`src/rtl/des_key_sched.sv`:
```
// DES key schedule: registered K1..K16 (or K16..K1 for decrypt), first subkey 1 cycle after key_load.
// Valid/ready handshake; subkey, rnd and C/D hold while subkey_ready is low.
module des_key_sched (
  input  logic        clk,
  input  logic        reset,
  input  logic        key_load,
  input  logic [63:0] key,
  input  logic        decrypt,
  input  logic        subkey_ready,
  output logic [47:0] subkey,
  output logic        subkey_valid,
  output logic [3:0]  rnd,
  output logic        busy,
  output logic        done
);

  typedef enum logic {IDLE, RUN} state_t;

  // Table entries are FIPS bit numbers; FIPS bit n of the key is key[64-n].
  localparam int PC1_TBL [56] = '{
    57, 49, 41, 33, 25, 17,  9,  1, 58, 50, 42, 34, 26, 18,
    10,  2, 59, 51, 43, 35, 27, 19, 11,  3, 60, 52, 44, 36,
    63, 55, 47, 39, 31, 23, 15,  7, 62, 54, 46, 38, 30, 22,
    14,  6, 61, 53, 45, 37, 29, 21, 13,  5, 28, 20, 12,  4
  };

  localparam int PC2_TBL [48] = '{
    14, 17, 11, 24,  1,  5,  3, 28, 15,  6, 21, 10,
    23, 19, 12,  4, 26,  8, 16,  7, 27, 20, 13,  2,
    41, 52, 31, 37, 47, 55, 30, 40, 51, 45, 33, 48,
    44, 49, 39, 56, 34, 53, 46, 42, 50, 36, 29, 32
  };

  // Bit i set when round i+1 rotates by two positions.
  localparam logic [15:0] SHIFT2 = 16'h7EFC;

  function automatic logic [55:0] pc1(input logic [63:0] k);
    logic [55:0] r;
    r = '0;
    for (int i = 0; i < 56; i++) r[55-i] = k[64-PC1_TBL[i]];
    return r;
  endfunction

  function automatic logic [47:0] pc2(input logic [55:0] cd);
    logic [47:0] r;
    r = '0;
    for (int i = 0; i < 48; i++) r[47-i] = cd[56-PC2_TBL[i]];
    return r;
  endfunction

  function automatic logic [27:0] rotl(input logic [27:0] x, input logic two);
    return two ? {x[25:0], x[27:26]} : {x[26:0], x[27]};
  endfunction

  function automatic logic [27:0] rotr(input logic [27:0] x, input logic two);
    return two ? {x[1:0], x[27:2]} : {x[0], x[27:1]};
  endfunction

  state_t      state, state_nxt;
  logic [27:0] c, d, c_nxt, d_nxt;
  logic        dir, dir_nxt;
  logic [3:0]  rnd_nxt, rnd_inc;
  logic [47:0] subkey_nxt;
  logic        valid_nxt, busy_nxt, done_nxt;
  logic        accept;
  logic [55:0] cd0;

  // Parity bits take no part in the schedule.
  logic unused_parity;
  assign unused_parity = ^{key[56], key[48], key[40], key[32], key[24], key[16], key[8], key[0]};

  assign accept  = subkey_valid & subkey_ready;
  assign cd0     = pc1(key);
  assign rnd_inc = rnd + 4'd1;

  always_comb begin
    state_nxt  = state;
    c_nxt      = c;
    d_nxt      = d;
    dir_nxt    = dir;
    rnd_nxt    = rnd;
    subkey_nxt = subkey;
    valid_nxt  = subkey_valid;
    done_nxt   = 1'b0;

    if (key_load) begin
      state_nxt = RUN;
      dir_nxt   = decrypt;
      rnd_nxt   = 4'd0;
      valid_nxt = 1'b1;
      // Decrypt starts at K16, whose total rotation of 28 leaves C0/D0 unchanged.
      if (decrypt) begin
        c_nxt = cd0[55:28];
        d_nxt = cd0[27:0];
      end else begin
        c_nxt = rotl(cd0[55:28], 1'b0);
        d_nxt = rotl(cd0[27:0], 1'b0);
      end
      subkey_nxt = pc2({c_nxt, d_nxt});
    end else if (state == RUN && accept) begin
      if (rnd == 4'd15) begin
        state_nxt = IDLE;
        valid_nxt = 1'b0;
        done_nxt  = 1'b1;
      end else begin
        rnd_nxt = rnd_inc;
        // Walking backwards undoes the shift of the round currently presented.
        if (dir) begin
          c_nxt = rotr(c, SHIFT2[4'd15 - rnd]);
          d_nxt = rotr(d, SHIFT2[4'd15 - rnd]);
        end else begin
          c_nxt = rotl(c, SHIFT2[rnd_inc]);
          d_nxt = rotl(d, SHIFT2[rnd_inc]);
        end
        subkey_nxt = pc2({c_nxt, d_nxt});
      end
    end

    busy_nxt = (state_nxt == RUN);
  end

  always_ff @(posedge clk) begin
    if (!reset) begin
      state        <= IDLE;
      c            <= '0;
      d            <= '0;
      dir          <= 1'b0;
      rnd          <= '0;
      subkey       <= '0;
      subkey_valid <= 1'b0;
      busy         <= 1'b0;
      done         <= 1'b0;
    end else begin
      state        <= state_nxt;
      c            <= c_nxt;
      d            <= d_nxt;
      dir          <= dir_nxt;
      rnd          <= rnd_nxt;
      subkey       <= subkey_nxt;
      subkey_valid <= valid_nxt;
      busy         <= busy_nxt;
      done         <= done_nxt;
    end
  end

endmodule

```
`config.mk`:
```
export PLATFORM = sky130hd
export DESIGN_NAME = des_key_sched
export DESIGN_NICKNAME = d
export VERILOG_FILES = /design/src/rtl/des_key_sched.sv
export SDC_FILE = /design/constraint.sdc
export NUM_CORES = 1
export LEC_CHECK = 0
export ABC_AREA = 1
export CELL_PAD_IN_SITES_DETAIL_PLACEMENT = 0
export CELL_PAD_IN_SITES_GLOBAL_PLACEMENT = 2
export CORE_MARGIN = 3
export CORE_UTILIZATION = 28
export DETAILED_ROUTE_END_ITERATION = 8
export PLACE_DENSITY_LB_ADDON = 0.25
export SYNTH_ARGS = -nofsm -noshare
export SYNTH_HDL_FRONTEND = slang
export SYNTH_SLANG_ARGS = --single-unit
```
`constraint.sdc`:
```
create_clock -name clk -period 3.6 [get_ports clk]
set_input_delay 0.36 -clock clk [delete_from_list [all_inputs] [get_ports clk]]
set_output_delay 0.36 -clock clk [all_outputs]
set_load 0.05 [all_outputs]
```
==> results of run 1 <==
-- flip-flops by register name (all words and copies together), names as in the netlist --
register / cells
done: 1
dir: 1
rnd: 4
state: 1
c: 5
d: 4
subkey: 47
-- worst max-delay path by stage --
stage	startpoint	endpoint	slack [ps]	cells past startpoint
2_1_floorplan	rnd[1]	subkey[22]	1460	10
6_report	rnd[2]	subkey[27]	1270	9
4_1_cts	rnd[2]	subkey[9]	1260	9
5_1_grt	rnd[1]	subkey[37]	1030	11
3_3_place_gp	decrypt	subkey[33]	1130	7
3_5_place_dp	decrypt	subkey[33]	1130	7
-- per-stage QoR --
step           cells  instance area, um^2  hold WS (ps)  power (uW)  util (%)
3_3_place_gp    1276                 6580           510        1820      33.5
3_5_place_dp    1276                 6580           509        1810      33.5
4_1_cts         1292                 6860           500        2670      34.9
6_report        1292                 6860           505        2650      34.9
5_1_grt         1292                 6860           538        2820      34.9
2_1_floorplan   1011                 5660           516        1540         -
-- logic make-up after synthesis --
group / after synthesis / share of synthesized area [%]
flip-flops: 63 / 22.3
AND/OR/NAND/NOR: 464 / 34.3
adder cells (fa/ha/maj): 2 / 0.442
buffers and inverters: 204 / 17.6
AO/OA/AOI/OAI: 278 / 25.4
-- cell usage after synthesis, drive strengths merged --
cell | number | area [um^2]
o211ai | 12 | 90.1
nand3 | 148 | 741
clkbuf | 49 | 184
a21oi | 93 | 465
nand3b | 1 | 7.51
o21ai | 160 | 801
buf | 83 | 541
ha | 2 | 25.0
nand2 | 141 | 534
inv | 72 | 270
a211oi | 1 | 7.51
nor2 | 172 | 646
dfxtp | 63 | 1260
nor3 | 1 | 5.00
a31oi | 12 | 75.1
nand4 | 1 | 6.26
-- critical path, stage by stage (launching register included) --
cell	delay (ps)
dfxtp_1	490
nand2_1	120
nand2_2	100
buf_4	470
nand2_1	120
buf_4	220
inv_1	390
nand2_1	100
nand3_1	110
a31oi_1	80
-- per-layer routing --
metal | vias up | routed length (um)
met2 | 206 | 8640
met3 | 6 | 1320
met1 | 3027 | 11900
met5 | - | 0
met4 | 0 | 127
li1 | 3328 | -
-- cell type report --
class                      instances  area (um^2)
clock buffer                      12          256
tap                              265          332
fill                            2318        12800
multi-input combinational        744         3420
clock inverter                     4         20.0
timing repair buffer             132         1300
inverter                          72          270
sequential                        63         1260
-- where the power goes --
group          internal [uW]  switching (uW)
Clock                    500             349
Sequential               760            68.6
Combinational            330             642
==> flow_summary.json, run 1 <==
{
  "powerDensity_mw_per_mm2": 386,
  "antenna_found_initial": 0,
  "gp_congestion": 0.774,
  "fmax_mhz": 429,
  "grt_pass1_wl_um": 35300,
  "die-area_mm2": 0.0220,
  "initial_utilization_pct": 28.8,
  "clock-sinks": 63,
  "holdBufCountCts": 0,
  "timing.rr.end": "subkey[27]",
  "num_io_pins": 124,
  "fin_crit_ps": 2330,
  "finalSetupViolCount": 0,
  "layout_commonest_cell": "nor2_1",
  "cp_max_fo": 45,
  "final_nets": 1093,
  "wl_per_cell_um": 17.0,
  "die_w_um": 148,
  "top_usage_layer": "met1",
  "grt_max_degree": 60,
  "tightest_slew_ps": 938,
  "drt_first_pass_iters": 5,
  "drive_above_1_share_pct": 3.80,
  "viasPerCell": 5.08,
  "cts_root_buf": "clkbuf_16",
  "cts_made_buffers": 9,
  "antennaDiodeCount": 0,
  "route.detailed.drc": 0,
  "hold_viol": 0,
  "end_kind": "register",
  "hold_class": "in -> reg",
  "synthCells": 1011,
  "cts_max_level": 3,
  "dpl.hpwl_um": 14800,
  "startpoint_type": "register",
  "synth_nets": 1082,
  "layout_common_cells": "nor2_1, o21ai_0, nand3_1, nand2_1, clkdlybuf4s50_1",
  "core-area_mm2": 0.0197,
  "vias": 6567,
  "drtIter0Drc": 487,
  "vdd_drop_max_v": 0.000162,
  "hp-start": "key_load",
  "rsz0062_at_grt": "no",
  "fin_ws_ps": 1270,
  "rows": 51,
  "syn_area_mm2": 0.00566,
  "crit_arrival_ps": 2550,
  "grt_use_met2_pct": 26.9,
  "fp.dieH_um": 148,
  "ys_types": 22,
  "reg2reg_slack_ps": 1270,
  "p_leak_uw": 0.00291,
  "grt_use_total_pct": 19.9,
  "reg2reg_from": "rnd[2]",
  "crit_type": "reg -> reg",
  "clk_path_buf_depth": 2,
  "cts_resized": 0,
  "use_met1_pct": 33.2,
  "relSlewSlack_pct": 37.4,
  "avgSynthCellArea_um2": 5.60,
  "status": "completed",
  "required_ps": 3820,
  "reg2reg_depth": 9,
  "post-cts-setup-buffers": 0,
  "drv_cap": 0,
  "io_buffers": 115,
  "yosys_warnings": 0,
  "holdPathStages": 2,
  "fin_skew_ps": 8.16,
  "synth-seq-cells": 63,
  "area_delta_synth_final_pct": 21.2,
  "drv_slew": 0,
  "grt_use_met3_pct": 2.65,
  "wirelength_um": 22000,
  "cts_tree": "yes",
  "ys_seq_area_share_pct": 22.3,
  "finalCritPeriodShare_pct": 64.8,
  "fin_setup_tns_ps": 0,
  "first_global_vias": 6228,
  "hold_end": "dir",
  "place_ws_ps": 1130,
  "insertion_delay_ps": 340,
  "clk_pin_slew_worst_paths_ps": 60,
  "ant_nets": 0,
  "overflow": 0
}
Power figures use the tool's default switching activity.
==> run 2, diff against run 1 <==
--- a/config.mk
+++ b/config.mk
@@ -9,7 +9,7 @@
 export CELL_PAD_IN_SITES_DETAIL_PLACEMENT = 0
 export CELL_PAD_IN_SITES_GLOBAL_PLACEMENT = 2
 export CORE_MARGIN = 3
-export CORE_UTILIZATION = 28
+export CORE_UTILIZATION = 23
 export DETAILED_ROUTE_END_ITERATION = 8
 export PLACE_DENSITY_LB_ADDON = 0.25
 export SYNTH_ARGS = -nofsm -noshare
==> constraint.sdc (replaced) <==
create_clock -name clk -period 2 [get_ports clk]
set_input_delay 0.2 -clock clk [delete_from_list [all_inputs] [get_ports clk]]
set_output_delay 0.2 -clock clk [all_outputs]
set_load 0.05 [all_outputs]
==> run 2 against run 1 <==
Clock skew decreased by 3.7 ps; critical path depth down 8; wire length up 5.5%; non-clock buffer count is 10 higher; clock-buffer cell count rose by 1; largest cell class unchanged; largest power group unchanged.
==> flow_summary.json, run 2 (synthesis results as in run 1) <==
{
  "area_delta_synth_final_pct": 26.9,
  "path_buf_inv": 1,
  "rows": 56,
  "grt_use_met2_pct": 22.2,
  "fin_setup_tns_ps": 0,
  "p_seq_share_pct": 30.8,
  "vdd_drop_max_v": 0.000385,
  "p_clk_share_pct": 31.1,
  "initial_utilization_pct": 23.8,
  "finalCritPeriodShare_pct": 93.5,
  "io_buffers": 115,
  "dpl.hpwl_um": 16000,
  "fin_crit_ps": 1870,
  "holdPathStages": 3,
  "core-area_mm2": 0.0238,
  "timing.rr.end": "subkey[28]",
  "fp.dieH_um": 163,
  "tightest_slew_ps": 1180,
  "p_sw_share_pct": 39.7,
  "wirelength_um": 23200,
  "grt_use_total_pct": 17.0,
  "drv_slew": 0,
  "clk_pin_slew_worst_paths_ps": 60,
  "fmax_mhz": 535,
  "grt_max_degree": 89,
  "path_cells": "clkdlybuf4s50_1",
  "top_register": "subkey",
  "fin_ws_ps": 130,
  "internal_power_uw": 2920,
  "crit_arrival_ps": 1670,
  "reg2reg_depth": 9,
  "grt_pass1_wl_um": 36100,
  "layout_common_cells": "nor2_1, nand3_1, o21ai_0, nand2_1, clkdlybuf4s50_1",
  "die-area_mm2": 0.0265,
  "hold_class": "in -> reg",
  "combPwrFrac_pct": 38.1,
  "layout.cells.non_filler": 1354,
  "cts_tree": "yes",
  "drtIter0Drc": 463,
  "n_fill_cell": 2722,
  "layout_commonest_cell": "nor2_1",
  "vias": 6549,
  "grt_use_met3_pct": 2.52,
  "hp-start": "subkey_ready",
  "drive_above_1_share_pct": 4.93,
  "placed_cell_area_mm2": 0.00687,
  "rsz0062_at_grt": "no",
  "gp_congestion": 0.786,
  "clock-sinks": 63,
  "antennaDiodeCount": 0,
  "insertion_delay_ps": 340,
  "first_global_vias": 6063,
  "overflow": 0,
  "drv_cap": 0,
  "relSlewSlack_pct": 21.4,
  "top_usage_layer": "met1",
  "startpoint_type": "register",
  "cts_max_level": 3,
  "largest_register_ff_count": 47,
  "end_kind": "output port",
  "clk_path_buf_depth": 2,
  "use_met1_pct": 28.6,
  "hold_viol": 0,
  "place_inst": 1338,
  "cts_root_buf": "clkbuf_16",
  "cts_made_buffers": 9,
  "ant_nets": 0,
  "max_stage_delay_ps": 860,
  "finalSetupViolCount": 0,
  "fin_skew_ps": 4.44,
  "crit_family": "buffers and inverters",
  "place_ws_ps": 112,
  "hold_end": "done",
  "die_w_um": 163,
  "fin_util_pct": 30.1,
  "reg2reg_from": "rnd[1]",
  "finalInstanceArea_mm2": 0.00718,
  "antenna_found_initial": 0,
  "cpMaxStageDelayCell": "clkdlybuf4s50_1",
  "num_io_pins": 124,
  "powerDensity_mw_per_mm2": 674,
  "p_switching_uw": 1920,
  "status": "completed",
  "reg2reg_slack_ps": 160,
  "final_nets": 1103,
  "cp_max_fo": 9,
  "largestRegisters": "subkey: 47 flops, c: 5 flops",
  "holdBufCountCts": 0,
  "p_leak_uw": 0.00302,
  "wl_per_cell_um": 17.1,
  "route.detailed.drc": 0,
  "viasPerCell": 4.84,
  "crit_type": "reg -> out",
  "required_ps": 1800,
  "drt_first_pass_iters": 5
}
[run 2: layout make-up]
type                    instances  area [um^2]  share of cell area [%]
well taps                     319          399                    5.56
inverters                      72          270                    3.76
repair buffers                142         1550                    21.6
flip-flops and latches         63         1260                    17.6
multi-input cells             744         3430                    47.7
clock inverters                 1         5.00                  0.0697
clock buffers                  13          260                    3.62
[run 2: power by group through the flow]
stage	clock, uW	combinational (uW)	sequential, uW
6_report	1500	1840	1490
3_3_place_gp	0	1840	1520
2_1_floorplan	0	1290	1480
3_5_place_dp	0	1830	1520
4_1_cts	1530	1830	1490
5_1_grt	1580	2030	1510
[run 2: how the worst max path moves through the flow]
stage                            start         end  slack (ps)  cells after the start
after floorplan                 rnd[2]  subkey[22]          20                     10
final                           rnd[2]      rnd[2]         130                      1
after CTS                       rnd[2]      rnd[2]         110                      1
after global placement          rnd[1]   subkey[8]         120                      9
after detailed placement  subkey_ready   subkey[9]         110                     10
after global routing            rnd[1]   subkey[9]          20                      9
[run 2: per-layer routing]
metal	vias to the layer above	share of wire [%]
met5	-	0
met4	0	0.63
met3	8	4.0
met2	153	39
met1	3037	57
li1	3351	-
[run 2: what timing repair did]
action                                  4_1_cts  5_1_grt
setup buffers                                 0        1
resized for setup                             0        6
endpoints found under the setup margin        0       25
[run 2: metrics by stage]
| step | power, uW | hold WS, ps |
|---|---|---|
| 6_report | 4840 | 462 |
| 5_1_grt | 5130 | 497 |
| 4_1_cts | 4860 | 461 |
| 3_5_place_dp | 3340 | 533 |
| 3_3_place_gp | 3360 | 523 |
| 2_1_floorplan | 2770 | 373 |
